File: config.mk
export PLATFORM = sky130hd
export DESIGN_NAME = pipe_stage_reg
export DESIGN_NICKNAME = d
export VERILOG_FILES = /design/src/rtl/pipe_stage_reg.sv
export SDC_FILE = /design/constraint.sdc
export NUM_CORES = 1
export LEC_CHECK = 0
export BUFFER_PORTS_ARGS = -buffer_cell sky130_fd_sc_hd__buf_4
export CAP_MARGIN = 20
export CORE_MARGIN = 3
export CORE_UTILIZATION = 46
export CTS_CLUSTER_SIZE = 25
export DETAILED_ROUTE_END_ITERATION = 10
export PLACE_DENSITY = 0.71
export SYNTH_ARGS = -nofsm -noshare
export SYNTH_HDL_FRONTEND = slang
export SYNTH_SLANG_ARGS = --single-unit
File: constraint.sdc
create_clock -name clk -period 13.7 [get_ports clk]
set_input_delay 2.74 -clock clk [delete_from_list [all_inputs] [get_ports clk]]
set_output_delay 2.74 -clock clk [all_outputs]
set_load 0.005 [all_outputs]
File: src/rtl/pipe_stage_reg.sv
// ---------------------------------------------------------------------------
// pipe_stage_reg
//   Generic pipeline boundary register with a valid/ready handshake, a
//   one-entry skid buffer, bubble insertion and flush. One instance per
//   stage boundary (IF/ID, ID/EX, EX/MEM, MEM/WB).
//
//   Optional feature macro: PIPE_PERF_CNT_EN
//     defined   -> 32-bit saturating stall-cycle counter on perf_stall
//     undefined -> perf_stall tied to zero, no counter logic
//
// Ports
//   clk        in   1       clock, all state on rising edge
//   rst        in   1       asynchronous active-high reset
//   in_valid   in   1       upstream holds a real instruction
//   in_ready   out  1       stage can accept this cycle (registered)
//   in_data    in   DATA_W  upstream data payload
//   in_ctrl    in   CTRL_W  upstream control payload
//   flush      in   1       kill all held contents
//   out_valid  out  1       out_data/out_ctrl hold a real instruction
//   out_ready  in   1       downstream consumes this cycle (0 = stall)
//   out_data   out  DATA_W  registered data payload
//   out_ctrl   out  CTRL_W  registered control payload, RST_CTRL on bubble
//   perf_stall out  32      stall-cycle count (feature macro only)
// ---------------------------------------------------------------------------
module pipe_stage_reg #(
    parameter int unsigned          DATA_W   = 64,
    parameter int unsigned          CTRL_W   = 8,
    parameter logic [CTRL_W-1:0]    RST_CTRL = '0
) (
    input  logic              clk,
    input  logic              rst,
    input  logic              in_valid,
    output logic              in_ready,
    input  logic [DATA_W-1:0] in_data,
    input  logic [CTRL_W-1:0] in_ctrl,
    input  logic              flush,
    output logic              out_valid,
    input  logic              out_ready,
    output logic [DATA_W-1:0] out_data,
    output logic [CTRL_W-1:0] out_ctrl,
    output logic [31:0]       perf_stall
);

    localparam int unsigned PERF_W = 32;

    // Main slot: m_ctrl_q always carries RST_CTRL while m_v_q=0, so it can
    // drive out_ctrl directly without an output mux.
    logic              m_v_q,    m_v_d;
    logic [DATA_W-1:0] m_data_q, m_data_d;
    logic [CTRL_W-1:0] m_ctrl_q, m_ctrl_d;

    // Skid slot: catches the one item accepted while the main slot stalls.
    logic              s_v_q,    s_v_d;
    logic [DATA_W-1:0] s_data_q, s_data_d;
    logic [CTRL_W-1:0] s_ctrl_q, s_ctrl_d;

    // Registered copy of !s_v so in_ready has no path from out_ready.
    logic              in_ready_q, in_ready_d;

    logic              accept;
    logic              drain;

    // Next-state for both slots.
    always_comb begin
        m_v_d    = m_v_q;
        m_data_d = m_data_q;
        m_ctrl_d = m_ctrl_q;
        s_v_d    = s_v_q;
        s_data_d = s_data_q;
        s_ctrl_d = s_ctrl_q;

        accept = in_valid & in_ready_q;
        drain  = m_v_q & out_ready;

        if (flush) begin
            // Flush wins over a same-cycle accept; data regs may keep stale values.
            m_v_d    = 1'b0;
            m_ctrl_d = RST_CTRL;
            s_v_d    = 1'b0;
        end else if (s_v_q) begin
            // in_ready is low here, so nothing can be accepted this cycle.
            if (drain) begin
                m_v_d    = 1'b1;
                m_data_d = s_data_q;
                m_ctrl_d = s_ctrl_q;
                s_v_d    = 1'b0;
            end
        end else if (accept) begin
            if (!m_v_q || drain) begin
                m_v_d    = 1'b1;
                m_data_d = in_data;
                m_ctrl_d = in_ctrl;
            end else begin
                s_v_d    = 1'b1;
                s_data_d = in_data;
                s_ctrl_d = in_ctrl;
            end
        end else if (drain) begin
            // Bubble: keep the data, squash control.
            m_v_d    = 1'b0;
            m_ctrl_d = RST_CTRL;
        end

        in_ready_d = ~s_v_d;
    end

    // Slot registers.
    always_ff @(posedge clk or posedge rst) begin
        if (rst) begin
            m_v_q      <= 1'b0;
            m_data_q   <= '0;
            m_ctrl_q   <= RST_CTRL;
            s_v_q      <= 1'b0;
            s_data_q   <= '0;
            s_ctrl_q   <= '0;
            in_ready_q <= 1'b1;
        end else begin
            m_v_q      <= m_v_d;
            m_data_q   <= m_data_d;
            m_ctrl_q   <= m_ctrl_d;
            s_v_q      <= s_v_d;
            s_data_q   <= s_data_d;
            s_ctrl_q   <= s_ctrl_d;
            in_ready_q <= in_ready_d;
        end
    end

    assign in_ready  = in_ready_q;
    assign out_valid = m_v_q;
    assign out_data  = m_data_q;
    assign out_ctrl  = m_ctrl_q;

`ifdef PIPE_PERF_CNT_EN
    // Saturating count of cycles where a valid item is held back downstream.
    logic [PERF_W-1:0] perf_stall_q, perf_stall_d;

    always_comb begin
        perf_stall_d = perf_stall_q;
        if (m_v_q && !out_ready && !flush && (perf_stall_q != {PERF_W{1'b1}})) begin
            perf_stall_d = perf_stall_q + PERF_W'(1);
        end
    end

    always_ff @(posedge clk or posedge rst) begin
        if (rst) begin
            perf_stall_q <= '0;
        end else begin
            perf_stall_q <= perf_stall_d;
        end
    end

    assign perf_stall = perf_stall_q;
`else
    assign perf_stall = PERF_W'(0);
`endif

endmodule
==> impl_metrics.env <==
export IMPL_p_leak_nw=3.83
export IMPL_critical_path_top_cell_by_count="buf_4"
export IMPL_crit_start="in_valid"
export IMPL_post_synth_mux_area_share_pct=34.9
export IMPL_clockRootBuffer="clkbuf_16"
export IMPL_cts_buffers_inserted=17
export IMPL_synth_cells=451
export IMPL_synth_top_flop_cell="dfrtp_1"
export IMPL_timing_worst_slew_pin_value_ns=1.11
export IMPL_min_delay_startpoint="s_data_q[27]$_DFFE_PP0P_"
export IMPL_vias_per_cell=5.08
export IMPL_worst_setup_hold_path_clk_slew_ns=0.06
export IMPL_post_route_cells_drive_above_1_share_pct=63.7
export IMPL_antenna_found_initial=0
export IMPL_synth_fa_ha_area_share_pct=0
export IMPL_critical_path_required_ns=13.99
export IMPL_rsz0062_at_grt="false"
export IMPL_path_class="primary input to flip-flop"
export IMPL_rr_startpoint="s_v_q$_DFF_PP0_"
export IMPL_slew_viol_final=0
export IMPL_synth_top_area_share_pct=54.5
export IMPL_intPower_mw=1.01
export IMPL_synth_compound_gate_area_share_pct=1.31
export IMPL_worst_slack_ns=8.89
export IMPL_die_h_um=127
export IMPL_final_period_utilization_pct=35.1
export IMPL_grt_pass1_vias=4251
export IMPL_combinational_family_with_the_most_area_after_synthesis="multiplexers"
export IMPL_async_set_or_reset_flop_fraction_in_the_synthesized_netlist_pct=100
export IMPL_synth_top_cells_by_area="dfrtp_1 (55%), mux2_2 (33%), buf_4 (3.9%)"
export IMPL_post_layout_cell_count=788
export IMPL_global_route_usage_total_pct=17.1
export IMPL_finalHoldViolations=0
export IMPL_dieWidth_um=127
export IMPL_hold_path_class="flip-flop to flip-flop"
export IMPL_synthMostInstantiatedCell="mux2_2"
export IMPL_seqPwrFrac_pct=46.8
export IMPL_r2r_setup_slack_ns=10.09
export IMPL_worstSetupEndpointType="flip-flop"
export IMPL_grt_overflow=0
export IMPL_post_place_ws_ns=8.41
export IMPL_detailedRoute_firstIterationViolations=118
export IMPL_ctsHtreeMaxLevel=4
export IMPL_synth_seq_cells=147
export IMPL_cts_sink_count=147
export IMPL_finalSetupTns_ns=0
export IMPL_worst_hold_slack_ns=0.487
export IMPL_start_util_pct=47.7
export IMPL_power_frac_clock_pct=32.4
export IMPL_dp_cells=756
export IMPL_synth_warnings=0
export IMPL_fin_area_sq_um=8310
export IMPL_worst_skew_ns=0.00544
export IMPL_synth_simple_gate_area_share_pct=1.94
export IMPL_num_fill_cells=1098
export IMPL_cpPeakStageDelay_ns=0.87
export IMPL_period_minus_slack_ns=4.81
export IMPL_syn_mean_instance_area_sq_um=14.9
export IMPL_drc=0
export IMPL_coreArea_sq_um=14000
export IMPL_design_die_area_sq_um=16100
export IMPL_synth_yosys_seq_area_share_pct=54.9
export IMPL_maximum_capacitance_violations=0
export IMPL_timing_fmax_mhz=208
export IMPL_cts_setup_buffers=0
export IMPL_cts_buffer_depth=2
export IMPL_hpwlAfterDp_um=8750
export IMPL_std_cell_rows=43
export IMPL_synthDominantAreaCellType="dfrtp_1"
export IMPL_detailroute_via_count=4005
export IMPL_netlist_area_sq_um=6700
export IMPL_relative_contribution_of_combinational_cells_to_total_power_pct=20.9
export IMPL_switching_share_pct=25.0
export IMPL_path_max_fanout=47
export IMPL_synth_xor_area_share_pct=0
export IMPL_synthToLayoutAreaGrowth_pct=24.0
export IMPL_worstSetupStartpointType="primary input"
export IMPL_detailedRoute_firstPassIterationCount=4
export IMPL_grt_first_pass_wirelength_um=21600
export IMPL_wl_per_cell_um=16.9
export IMPL_gp_congestion=0.737
export IMPL_place_area_sq_um=7750
export IMPL_num_nets_final=672
export IMPL_antenna_cells=0
export IMPL_boundaryPins=183
export IMPL_synth_edf_count=0
export IMPL_netlist_cell_type_count=21
export IMPL_vdd_ir_drop_max_mv=0.0812
export IMPL_worst_slew_margin_rel_pct=26.0
export IMPL_critPathArrivalTime_ns=5.10
export IMPL_crit_path_cell_trace="buf_4 -> nand3b_1 -> a221oi_4 -> buf_4 -> mux2_2"
export IMPL_synth_top_cells_by_count="mux2_2 (198), dfrtp_1 (146), buf_4 (35), buf_6 (13), mux2_1 (10)"
export IMPL_post_route_util_pct=59.2
export IMPL_io_buffers=150
export IMPL_slowest_cell_on_the_critical_path="a221oi_4"
export IMPL_wl_um=13300
export IMPL_outcome="finished, final reports clean"
export IMPL_p_total_mw=1.34
export IMPL_cts_hold_repair_buffers=0
export IMPL_post_cts_resize_count=0
export IMPL_power_switching_mw=0.336
export IMPL_antenna_left=0
export IMPL_power_density_nw_per_um2=162
export IMPL_grt_start_max_net_pins=92
export IMPL_finalSetupViolCount=0
export IMPL_cts_tree="done"
export IMPL_insertion_delay_ns=0.41
[state kept, by name, summed over array words and instances (netlist names)]
signal     count
s_data_q      64
out_ctrl       8
out_data      64
out_valid      1
s_ctrl_q       8
in_ready       1
s_v_q          1
[layout by cell type (no fill, tap or decap), types with 2 or more instances in the layout]
cell type   netlist  final
inv_6             0      2
clkinv_2          0      5
clkinvlp_4        0      5
nand4b_1          8      8
dfrtp_1         146    145
mux2_1           10     10
a21oi_1           9      9
clkbuf_8          0      2
inv_1             3      2
conb_1            1     32
clkbuf_16         0     17
buf_4            35    152
nand2_1           9      9
mux2_2          198    198
[worst paths after layout]
kind                                       endpoint  depth (start not counted)
setup / recovery           out_data[37]$_DFFE_PP0P_                          5
hold / removal             s_data_q[27]$_DFFE_PP0P_                          1
setup reg to reg           out_data[37]$_DFFE_PP0P_                          4
hold reg to reg            s_data_q[27]$_DFFE_PP0P_                          1
max in group asynchronous           s_v_q$_DFF_PP0_                          3
min in group asynchronous  out_data[22]$_DFFE_PP0P_                          2
[worst max-delay path: cells and delay by family]
| family | cells | cell delay [ns] |
|---|---|---|
| AO/OA/AOI/OAI | 1 | 0.87 |
| buffers and inverters | 2 | 0.85 |
| multiplexers | 1 | 0.41 |
| AND/OR/NAND/NOR | 1 | 0.20 |
[logic make-up (layout without fill, tap and decap cells)]
kind of cell | Yosys count | count (layout)
AND/OR/NAND/NOR | 21 | 21
multiplexers | 208 | 208
flip-flops | 147 | 147
buffers and inverters | 61 | 187
other | 1 | 32
AO/OA/AOI/OAI | 13 | 13
[layer usage]
metal  routed length (um)  track usage (%)  share of wire, %
met3                  955             5.47               7.2
met2                 6550             28.0                49
met1                 5540             20.9                42
met5                    0                0                 0
met4                  274             7.00               2.1
[power by group through the flow]
stage	clock network [mW]	logic, mW	registers, mW
4_1_cts	0.447	0.286	0.629
6_report	0.435	0.280	0.628
3_5_place_dp	0	0.286	0.636
5_1_grt	0.468	0.307	0.646
2_1_floorplan	0	0.166	0.617
3_3_place_gp	0	0.274	0.628
[layout make-up]
cell class,count,area [sq um],area share (%)
Clock buffer,19,453,5.45
Clock inverter,13,110,1.32
Inverter,3,16.3,0.196
Multi-Input combinational cell,274,2690,32.3
Sequential cell,147,3680,44.3
Tap cell,180,225,2.71
Timing Repair Buffer,152,1140,13.7
(Power assumes the default switching activity.)
